<file path="config.mk">
export PLATFORM = sky130hd
export DESIGN_NAME = mem_access_sequencer
export DESIGN_NICKNAME = d
export VERILOG_FILES = /design/src/rtl/mem_seq_pkg.sv /design/src/rtl/access_wait_timer.sv /design/src/rtl/mem_access_sequencer.sv
export SDC_FILE = /design/constraint.sdc
export NUM_CORES = 1
export LEC_CHECK = 0
export ABC_AREA = 1
export BUFFER_PORTS_ARGS = -buffer_cell sky130_fd_sc_hd__buf_2
export CAP_MARGIN = 25
export CORE_MARGIN = 3
export CORE_UTILIZATION = 50
export CTS_CLUSTER_DIAMETER = 100
export CTS_CLUSTER_SIZE = 28
export DETAILED_ROUTE_END_ITERATION = 16
export PLACE_DENSITY = 0.84
export SETUP_SLACK_MARGIN = 0.4
export SYNTH_ARGS = -nofsm -noshare
export SYNTH_HDL_FRONTEND = slang
export SYNTH_HIERARCHICAL = 1
export SYNTH_SLANG_ARGS = --single-unit
</file>
<file path="constraint.sdc">
create_clock -name clk -period 2.7 [get_ports clk]
set_input_delay 0.81 -clock clk [delete_from_list [all_inputs] [get_ports clk]]
set_output_delay 0.81 -clock clk [all_outputs]
set_load 0.05 [all_outputs]
</file>
<file path="src/rtl/mem_seq_pkg.sv">
// Shared types and constants for the memory access sequencer.
package mem_seq_pkg;

  typedef enum logic [2:0] {
    ST_IDLE   = 3'd0,
    ST_FETCH  = 3'd1,
    ST_DECODE = 3'd2,
    ST_DATA   = 3'd3,
    ST_ERROR  = 3'd4
  } state_e;

  localparam logic [3:0] OP_LD = 4'h8;
  localparam logic [3:0] OP_ST = 4'h9;

  localparam logic SEL_PC   = 1'b0;
  localparam logic SEL_REGA = 1'b1;

  // True for the opcodes that need a second (data) memory access.
  function automatic logic isMemOp(input logic [3:0] op);
    return (op == OP_LD) || (op == OP_ST);
  endfunction

endpackage

</file>
<file path="src/rtl/access_wait_timer.sv">
// Counts wait cycles of one memory access and flags when the wait budget is used up.
module access_wait_timer #(
  parameter int TIMEOUT = 15
) (
  input  logic clk,
  input  logic rst_n,
  input  logic clear,
  input  logic enable,
  output logic expired
);

  localparam int CW = $clog2(TIMEOUT + 1);
  localparam logic [CW-1:0] LIMIT = CW'(TIMEOUT);

  logic [CW-1:0] count_q, count_d;

  // Clear wins over counting; the count saturates at the limit so it can never wrap.
  always_comb begin
    count_d = count_q;
    if (clear) begin
      count_d = '0;
    end else if (enable && (count_q != LIMIT)) begin
      count_d = count_q + CW'(1);
    end
  end

  // Wait count register.
  always_ff @(posedge clk or negedge rst_n) begin
    if (!rst_n) begin
      count_q <= '0;
    end else begin
      count_q <= count_d;
    end
  end

  assign expired = (count_q == LIMIT);

endmodule

</file>
<file path="src/rtl/mem_access_sequencer.sv">
// Sequences instruction fetch and data access over the shared memory address path.
module mem_access_sequencer
  import mem_seq_pkg::*;
#(
  parameter int TIMEOUT = 15
) (
  input  logic       clk,
  input  logic       rst_n,
  input  logic       run,
  input  logic       mem_ack,
  input  logic [3:0] opcode,
  output logic       sel,
  output logic       mem_req,
  output logic       mem_we,
  output logic       ir_load,
  output logic       pc_inc,
  output logic       rd_load,
  output logic       busy,
  output logic       timeout_err
);

  state_e     state_q, state_d;
  logic [3:0] op_q, op_d;
  logic       waitClear;
  logic       waitEnable;
  logic       waitExpired;

  // Next-state and opcode latch; an ack always beats a simultaneous timeout.
  always_comb begin
    state_d = state_q;
    op_d    = op_q;
    case (state_q)
      ST_IDLE: begin
        if (run) state_d = ST_FETCH;
      end
      ST_FETCH: begin
        if (mem_ack)          state_d = ST_DECODE;
        else if (waitExpired) state_d = ST_ERROR;
      end
      ST_DECODE: begin
        op_d = opcode;
        if (isMemOp(opcode)) state_d = ST_DATA;
        else                 state_d = run ? ST_FETCH : ST_IDLE;
      end
      ST_DATA: begin
        if (mem_ack)          state_d = run ? ST_FETCH : ST_IDLE;
        else if (waitExpired) state_d = ST_ERROR;
      end
      ST_ERROR: begin
        if (!run) state_d = ST_IDLE;
      end
      default: state_d = ST_IDLE;
    endcase
  end

  // State and latched opcode registers; reset drops any in-flight access at once.
  always_ff @(posedge clk or negedge rst_n) begin
    if (!rst_n) begin
      state_q <= ST_IDLE;
      op_q    <= 4'h0;
    end else begin
      state_q <= state_d;
      op_q    <= op_d;
    end
  end

  assign waitClear  = ((state_d == ST_FETCH) && (state_q != ST_FETCH)) ||
                      ((state_d == ST_DATA)  && (state_q != ST_DATA));
  assign waitEnable = ((state_q == ST_FETCH) || (state_q == ST_DATA)) && !mem_ack;

  access_wait_timer #(
    .TIMEOUT(TIMEOUT)
  ) u_wait_timer (
    .clk    (clk),
    .rst_n  (rst_n),
    .clear  (waitClear),
    .enable (waitEnable),
    .expired(waitExpired)
  );

  assign sel         = (state_q == ST_DATA) ? SEL_REGA : SEL_PC;
  assign mem_req     = (state_q == ST_FETCH) || (state_q == ST_DATA);
  assign mem_we      = (state_q == ST_DATA) && (op_q == OP_ST);
  assign busy        = (state_q == ST_FETCH) || (state_q == ST_DECODE) || (state_q == ST_DATA);
  assign timeout_err = (state_q == ST_ERROR);

  assign ir_load = (state_q == ST_FETCH) && mem_ack;
  assign pc_inc  = (state_q == ST_FETCH) && mem_ack;
  assign rd_load = (state_q == ST_DATA) && mem_ack && (op_q == OP_LD);

endmodule
</file>
==> impl_metrics.json, run 1 <==
{
  "viasPerCell": 4.97,
  "wl_mm": 1.46,
  "numCtsBuffers": 3,
  "syn-cell-area_um2": 721,
  "diodes": 0,
  "dr.pass1.iters": 4,
  "cp.arrival_ns": 1.43,
  "synth-async-reset-ratio": 1.00,
  "netlist.top_cell.by_area": "dfrtp_1",
  "num_rows": 13,
  "crit_fanout": 4,
  "p_switching_w": 0.000466,
  "hold_buffers": 0,
  "ios": 16,
  "worst_skew_pair.late_latency_ns": 0.26,
  "drt_iter0_drc": 9,
  "drive_gt1_frac": 0.352,
  "slew_violations": 0,
  "p_leak_nw": 0.492,
  "worst-setup-path-type": "in2out",
  "tightestPinTransition_ns": 0.269,
  "critical-path-slowest-cell": "nor3_4",
  "p_int_w": 0.000445,
  "clkSinkCount": 11,
  "final.setup.tns_ns": 0,
  "ys_seq_area_frac": 0.382,
  "path_clk_slew_ns": 0.07,
  "cts_buffer_depth": 2,
  "swShare": 0.511,
  "hpwl_mm": 1.14,
  "cp-start-kind": "primary input",
  "place_congestion": 0.879,
  "worstSetupEndpointType": "output port",
  "timing.final.crit_period_ns": 2.24,
  "rsz0062_at_grt": "no",
  "relSlewSlack": 0.820,
  "seq_area_um2": 279,
  "holdWs_ns": 0.411,
  "powerDensity_mw_per_mm2": 994,
  "min_period_over_period": 0.830,
  "ant_nets": 0,
  "status": "finished clean",
  "finalInstanceArea_um2": 917,
  "stdcell_count": 137,
  "synth_top_area_share": 0.382,
  "synth.most_common_cell": "nand2_1",
  "fmax_mhz": 446,
  "start_util": 0.540,
  "vias": 681,
  "synth_warnings": 6,
  "finalClockSkew_ns": 0.000907,
  "cts_tree": "built",
  "antenna_found_initial": 0,
  "synth_seq_cells": 11,
  "synth_area_per_cell_um2": 7.00,
  "ys.flop_type": "dfrtp_1",
  "track_usage": 0.179,
  "synth_fp_nets": 112,
  "wl_per_cell_um": 10.7,
  "synth_edf_count": 0,
  "die_w_um": 44.0,
  "path_cells": "buf_4 -> clkinvlp_4 -> nor3_4 -> buf_6",
  "first_global_vias": 628,
  "port_buffers": 15,
  "dp_cells": 130,
  "postSynthCellCount": 103,
  "htree_levels": 1,
  "pwr-share-seq": 0.295,
  "syn_to_final_growth_pct": 27.3,
  "cp_slowest_stage_delay_ns": 0.19,
  "ys_types": 18,
  "post_dp_cell_area_um2": 840,
  "cp.buffers_inverters": 3,
  "pwr-share-comb": 0.582,
  "die-area_mm2": 0.00193,
  "required_ns": 1.89,
  "final_hold_viol_count": 0,
  "crit_family": "buffers and inverters",
  "n_fill_cell": 110,
  "cts.root.buffer_cell": "clkbuf_4",
  "max-cap-violations": 0,
  "synth_area_leaders": "dfrtp_1, nand2_1, nand3_1, inv_1, nor2_1",
  "setup_violations": 0,
  "grt_max_degree": 12,
  "drc_errors": 0,
  "nets": 132,
  "synth_common_cells": "nand2_1, nand3_1, inv_1, dfrtp_1, nor2_1",
  "global_route.overflow_total": 0,
  "vdd_drop_max_uv": 581,
  "fin_util": 0.688,
  "grt_pass1_wl_mm": 2.57,
  "core_mm2": 0.00133,
  "clockPowerShare": 0.124,
  "multiInputGateArea_um2": 407,
  "hp-class": "in2async",
  "die_h_um": 44.0
}
-- layout make-up --
| class | instances | share of cell area |
|---|---|---|
| tap | 15 | 0.0205 |
| timing repair buffer | 18 | 0.130 |
| inverter | 17 | 0.0737 |
| sequential | 11 | 0.304 |
| multi-input combinational | 72 | 0.443 |
| clock buffer | 4 | 0.0286 |
-- registers in the layout, summed over array words and instances, names as in the netlist --
signal,cells
op_q,4
state_q,3
u_wait_timer/count_q,4
-- metrics by stage --
stage          setup WS [ns]  power, W
2_1_floorplan          0.197  0.000708
3_3_place_gp           0.354  0.000749
3_5_place_dp           0.334  0.000761
4_1_cts                0.385  0.000909
5_1_grt                0.427  0.000984
6_report               0.459  0.000912
-- what timing repair did --
item | in CTS | in global routing
pin swaps | 0 | 2
setup buffers | 2 | 1
resized for setup | 5 | 6
endpoints found under the setup margin | 4 | 3
-- final timing paths --
check	from	to	slack, ns	cells past startpoint
worst max register to register	u_wait_timer/count_q[0]	u_wait_timer/count_q[3]	0.85	13
worst min-delay path	rst_n	u_wait_timer/count_q[3]	0.41	1
min in group clk	op_q[1]	op_q[1]	0.50	2
max in group asynchronous	rst_n	state_q[2]	2.06	1
worst min register to register	op_q[1]	op_q[1]	0.50	2
worst max-delay path	mem_ack	ir_load	0.46	4
-- worst reg2reg max path, stage by stage, from the launching register on --
cell     delay, ns
dfrtp_1       0.43
ha_1          0.24
nand3_1       0.10
inv_1         0.08
inv_1         0.09
nand2_1       0.06
nand2_1       0.05
nand3_1       0.09
nand3_1       0.08
nand2_1       0.06
nor2_2        0.18
inv_1         0.12
nand4_1       0.11
nand2_1       0.06
-- cells in the final DEF (no fill, tap or decap) --
cell type	count
nand3_4	1
ha_1	1
nor3_2	1
dfrtp_1	8
dfrtp_2	3
nor2_1	10
xor2_1	1
buf_2	11
nand4_1	2
nand2_1	28
clkinvlp_4	1
inv_2	4
nand3_1	13
o21ai_0	3
inv_1	12
buf_6	3
clkbuf_1	1
nor3_4	3
clkbuf_4	3
buf_4	4
nor2_2	3
a21oi_2	1
nor2_4	3
nand2_2	2
-- layer usage --
metal	vias to the layer above	GRT usage	routed length [µm]
met5	-	0	0
met4	0	0.0542	12
met3	2	0.0415	79
met2	16	0.302	695
met1	306	0.225	673
li1	357	-	-
-- power by group through the flow --
stage / sequential (W) / clock (W) / combinational [W]
3_5_place_dp: 0.000303 / 0 / 0.000458
4_1_cts: 0.000267 / 0.000117 / 0.000524
2_1_floorplan: 0.000257 / 0 / 0.000451
5_1_grt: 0.000278 / 0.000126 / 0.000580
6_report: 0.000269 / 0.000113 / 0.000530
3_3_place_gp: 0.000300 / 0 / 0.000449
-- logic make-up (layout without fill, tap and decap cells) --
family,after synthesis,count (layout),synth area share
AND/OR/NAND/NOR,66,66,0.425
buffers and inverters,20,39,0.130
flip-flops,11,11,0.382
AO/OA/AOI/OAI,4,4,0.0330
adder cells (fa/ha/maj),1,1,0.0174
XOR/XNOR,1,1,0.0122
Power figures use the tool's default switching activity.
==> inputs of run 2 (changes only) <==
CORE_UTILIZATION = 46   (was 50)
PLACE_DENSITY = 0.81   (was 0.84)
clock period = 2 ns   (was 2.7 ns; I/O delays follow)
==> run 2 against run 1 <==
  * Register-to-register slack worse by 0.68 ns
  * Clock power is 35% higher
  * Non-clock buffer count is 17 higher
  * Global-route usage is 4.8 points higher
  * Wire length is 40% higher
  * Critical path type is now reg2out
==> impl_metrics.json, run 2 (synthesis gave the netlist of run 1 again) <==
{
  "status": "finished clean",
  "ff2ff_path_depth": 11,
  "top_regs": "op_q x4, u_wait_timer/count_q x4, state_q x3",
  "required_ns": 1.40,
  "timing.final.crit_period_ns": 1.91,
  "htree_levels": 1,
  "track_usage": 0.227,
  "cts_buffer_depth": 2,
  "slew_violations": 0,
  "finalClockSkew_ns": 0.000642,
  "setup_violations": 0,
  "fin_util": 0.823,
  "cts.root.buffer_cell": "clkbuf_4",
  "grt_pass1_wl_mm": 3.26,
  "wl_per_cell_um": 13.2,
  "global_route.overflow_total": 0,
  "layout_setup_ws_ns": 0.0876,
  "path_clk_slew_ns": 0.07,
  "worstSetupEndpointType": "output port",
  "first_global_vias": 711,
  "port_buffers": 15,
  "ios": 16,
  "worst-setup-path-type": "reg2out",
  "dr.pass1.iters": 4,
  "relSlewSlack": 0.786,
  "num_rows": 13,
  "min_period_over_period": 0.956,
  "tightestPinTransition_ns": 0.320,
  "max-cap-violations": 0,
  "die_h_um": 45.6,
  "drt_iter0_drc": 32,
  "drive_gt1_frac": 0.460,
  "die-area_mm2": 0.00208,
  "cp.arrival_ns": 1.31,
  "worst_skew_pair.late_latency_ns": 0.27,
  "start_util": 0.521,
  "numCtsBuffers": 3,
  "post-place-ws_ns": 0.0747,
  "vdd_drop_max_uv": 861,
  "fmax_mhz": 523,
  "drc_errors": 0,
  "final_hold_viol_count": 0,
  "ant_nets": 0,
  "antenna_found_initial": 0,
  "nets": 149,
  "hp-class": "in2async",
  "viasPerCell": 5.08,
  "syn_to_final_growth_pct": 57.8,
  "crit_fanout": 4,
  "final_cell_mix": "nand2_1, buf_4, nand3_1",
  "mostFrequentLayoutCell": "nand2_1",
  "place_congestion": 0.841,
  "diodes": 0,
  "grt_max_degree": 12,
  "finalInstanceArea_mm2": 0.00114,
  "cp-start-kind": "flop",
  "cts_tree": "built",
  "post_dp_cell_area_um2": 860,
  "hpwl_mm": 1.15,
  "vias": 783,
  "p_leak_nw": 0.607,
  "die_w_um": 45.6,
  "wl_mm": 2.04,
  "core_mm2": 0.00138,
  "clkSinkCount": 11,
  "rsz0062_at_grt": "yes",
  "powerDensity_mw_per_mm2": 1430,
  "n_fill_cell": 85
}
## run 2: worst max-delay path, stage by stage, from the launching register on
cell	delay, ns
dfrtp_2	0.46
nor2_4	0.16
nand3_4	0.11
nor3_4	0.13
buf_6	0.18
## run 2: cell type report
cell class	instances	area (µm²)	share of cell area
clock buffer	4	26.3	0.0231
tap	15	18.8	0.0165
sequential	11	277	0.243
inverter	17	66.3	0.0583
multi-input combinational	72	444	0.391
timing repair buffer	35	305	0.268
## run 2: metal layers
metal  vias to the layer above  part of all wire  GRT usage
met1                       367              0.39      0.261
met5                         -                 0          0
li1                        391                 -          -
met3                         2             0.040     0.0395
met2                        23              0.56      0.404
met4                         0            0.0059     0.0994
## run 2: where the power goes
| part | switching, W | leakage (nW) | total [W] | internal (W) |
|---|---|---|---|---|
| sequential | 0.0000653 | 0.141 | 0.000362 | 0.000297 |
| combinational | 0.000625 | 0.451 | 0.00111 | 0.000487 |
| clock | 0.0000759 | 0.0150 | 0.000153 | 0.0000772 |
| total | 0.000766 | 0.607 | 0.00163 | 0.000861 |
## run 2: repair_timing
| action | 4_1_cts | 5_1_grt |
|---|---|---|
| gates resized for setup | 32 | 5 |
| setup endpoints to repair | 12 | 13 |
| pin swaps | 12 | 7 |
| hold buffers | 0 | 0 |
| buffers inserted | 17 | 1 |
## run 2: path summary, 6_finish.rpt
check | from | end | slack, ns
max | state_q[2] | rd_load | 0.09
min | rst_n | op_q[2] | 0.20
max reg2reg | state_q[0] | u_wait_timer/count_q[1] | 0.17
min reg2reg | op_q[1] | op_q[1] | 0.49
max in group asynchronous | rst_n | state_q[2] | 1.57
min in group clk | op_q[1] | op_q[1] | 0.49
## run 2: per-stage QoR
| step | hold slack (ns) | TNS, ns | instances | total power [W] |
|---|---|---|---|---|
| after floorplan | 0.304 | -0.278 | 103 | 0.000966 |
| after global placement | 0.467 | 0 | 132 | 0.00105 |
| after detailed placement | 0.474 | 0 | 132 | 0.00107 |
| after CTS | 0.194 | 0 | 153 | 0.00155 |
| after global routing | 0.194 | 0 | 154 | 0.00173 |
| final | 0.197 | 0 | 154 | 0.00163 |
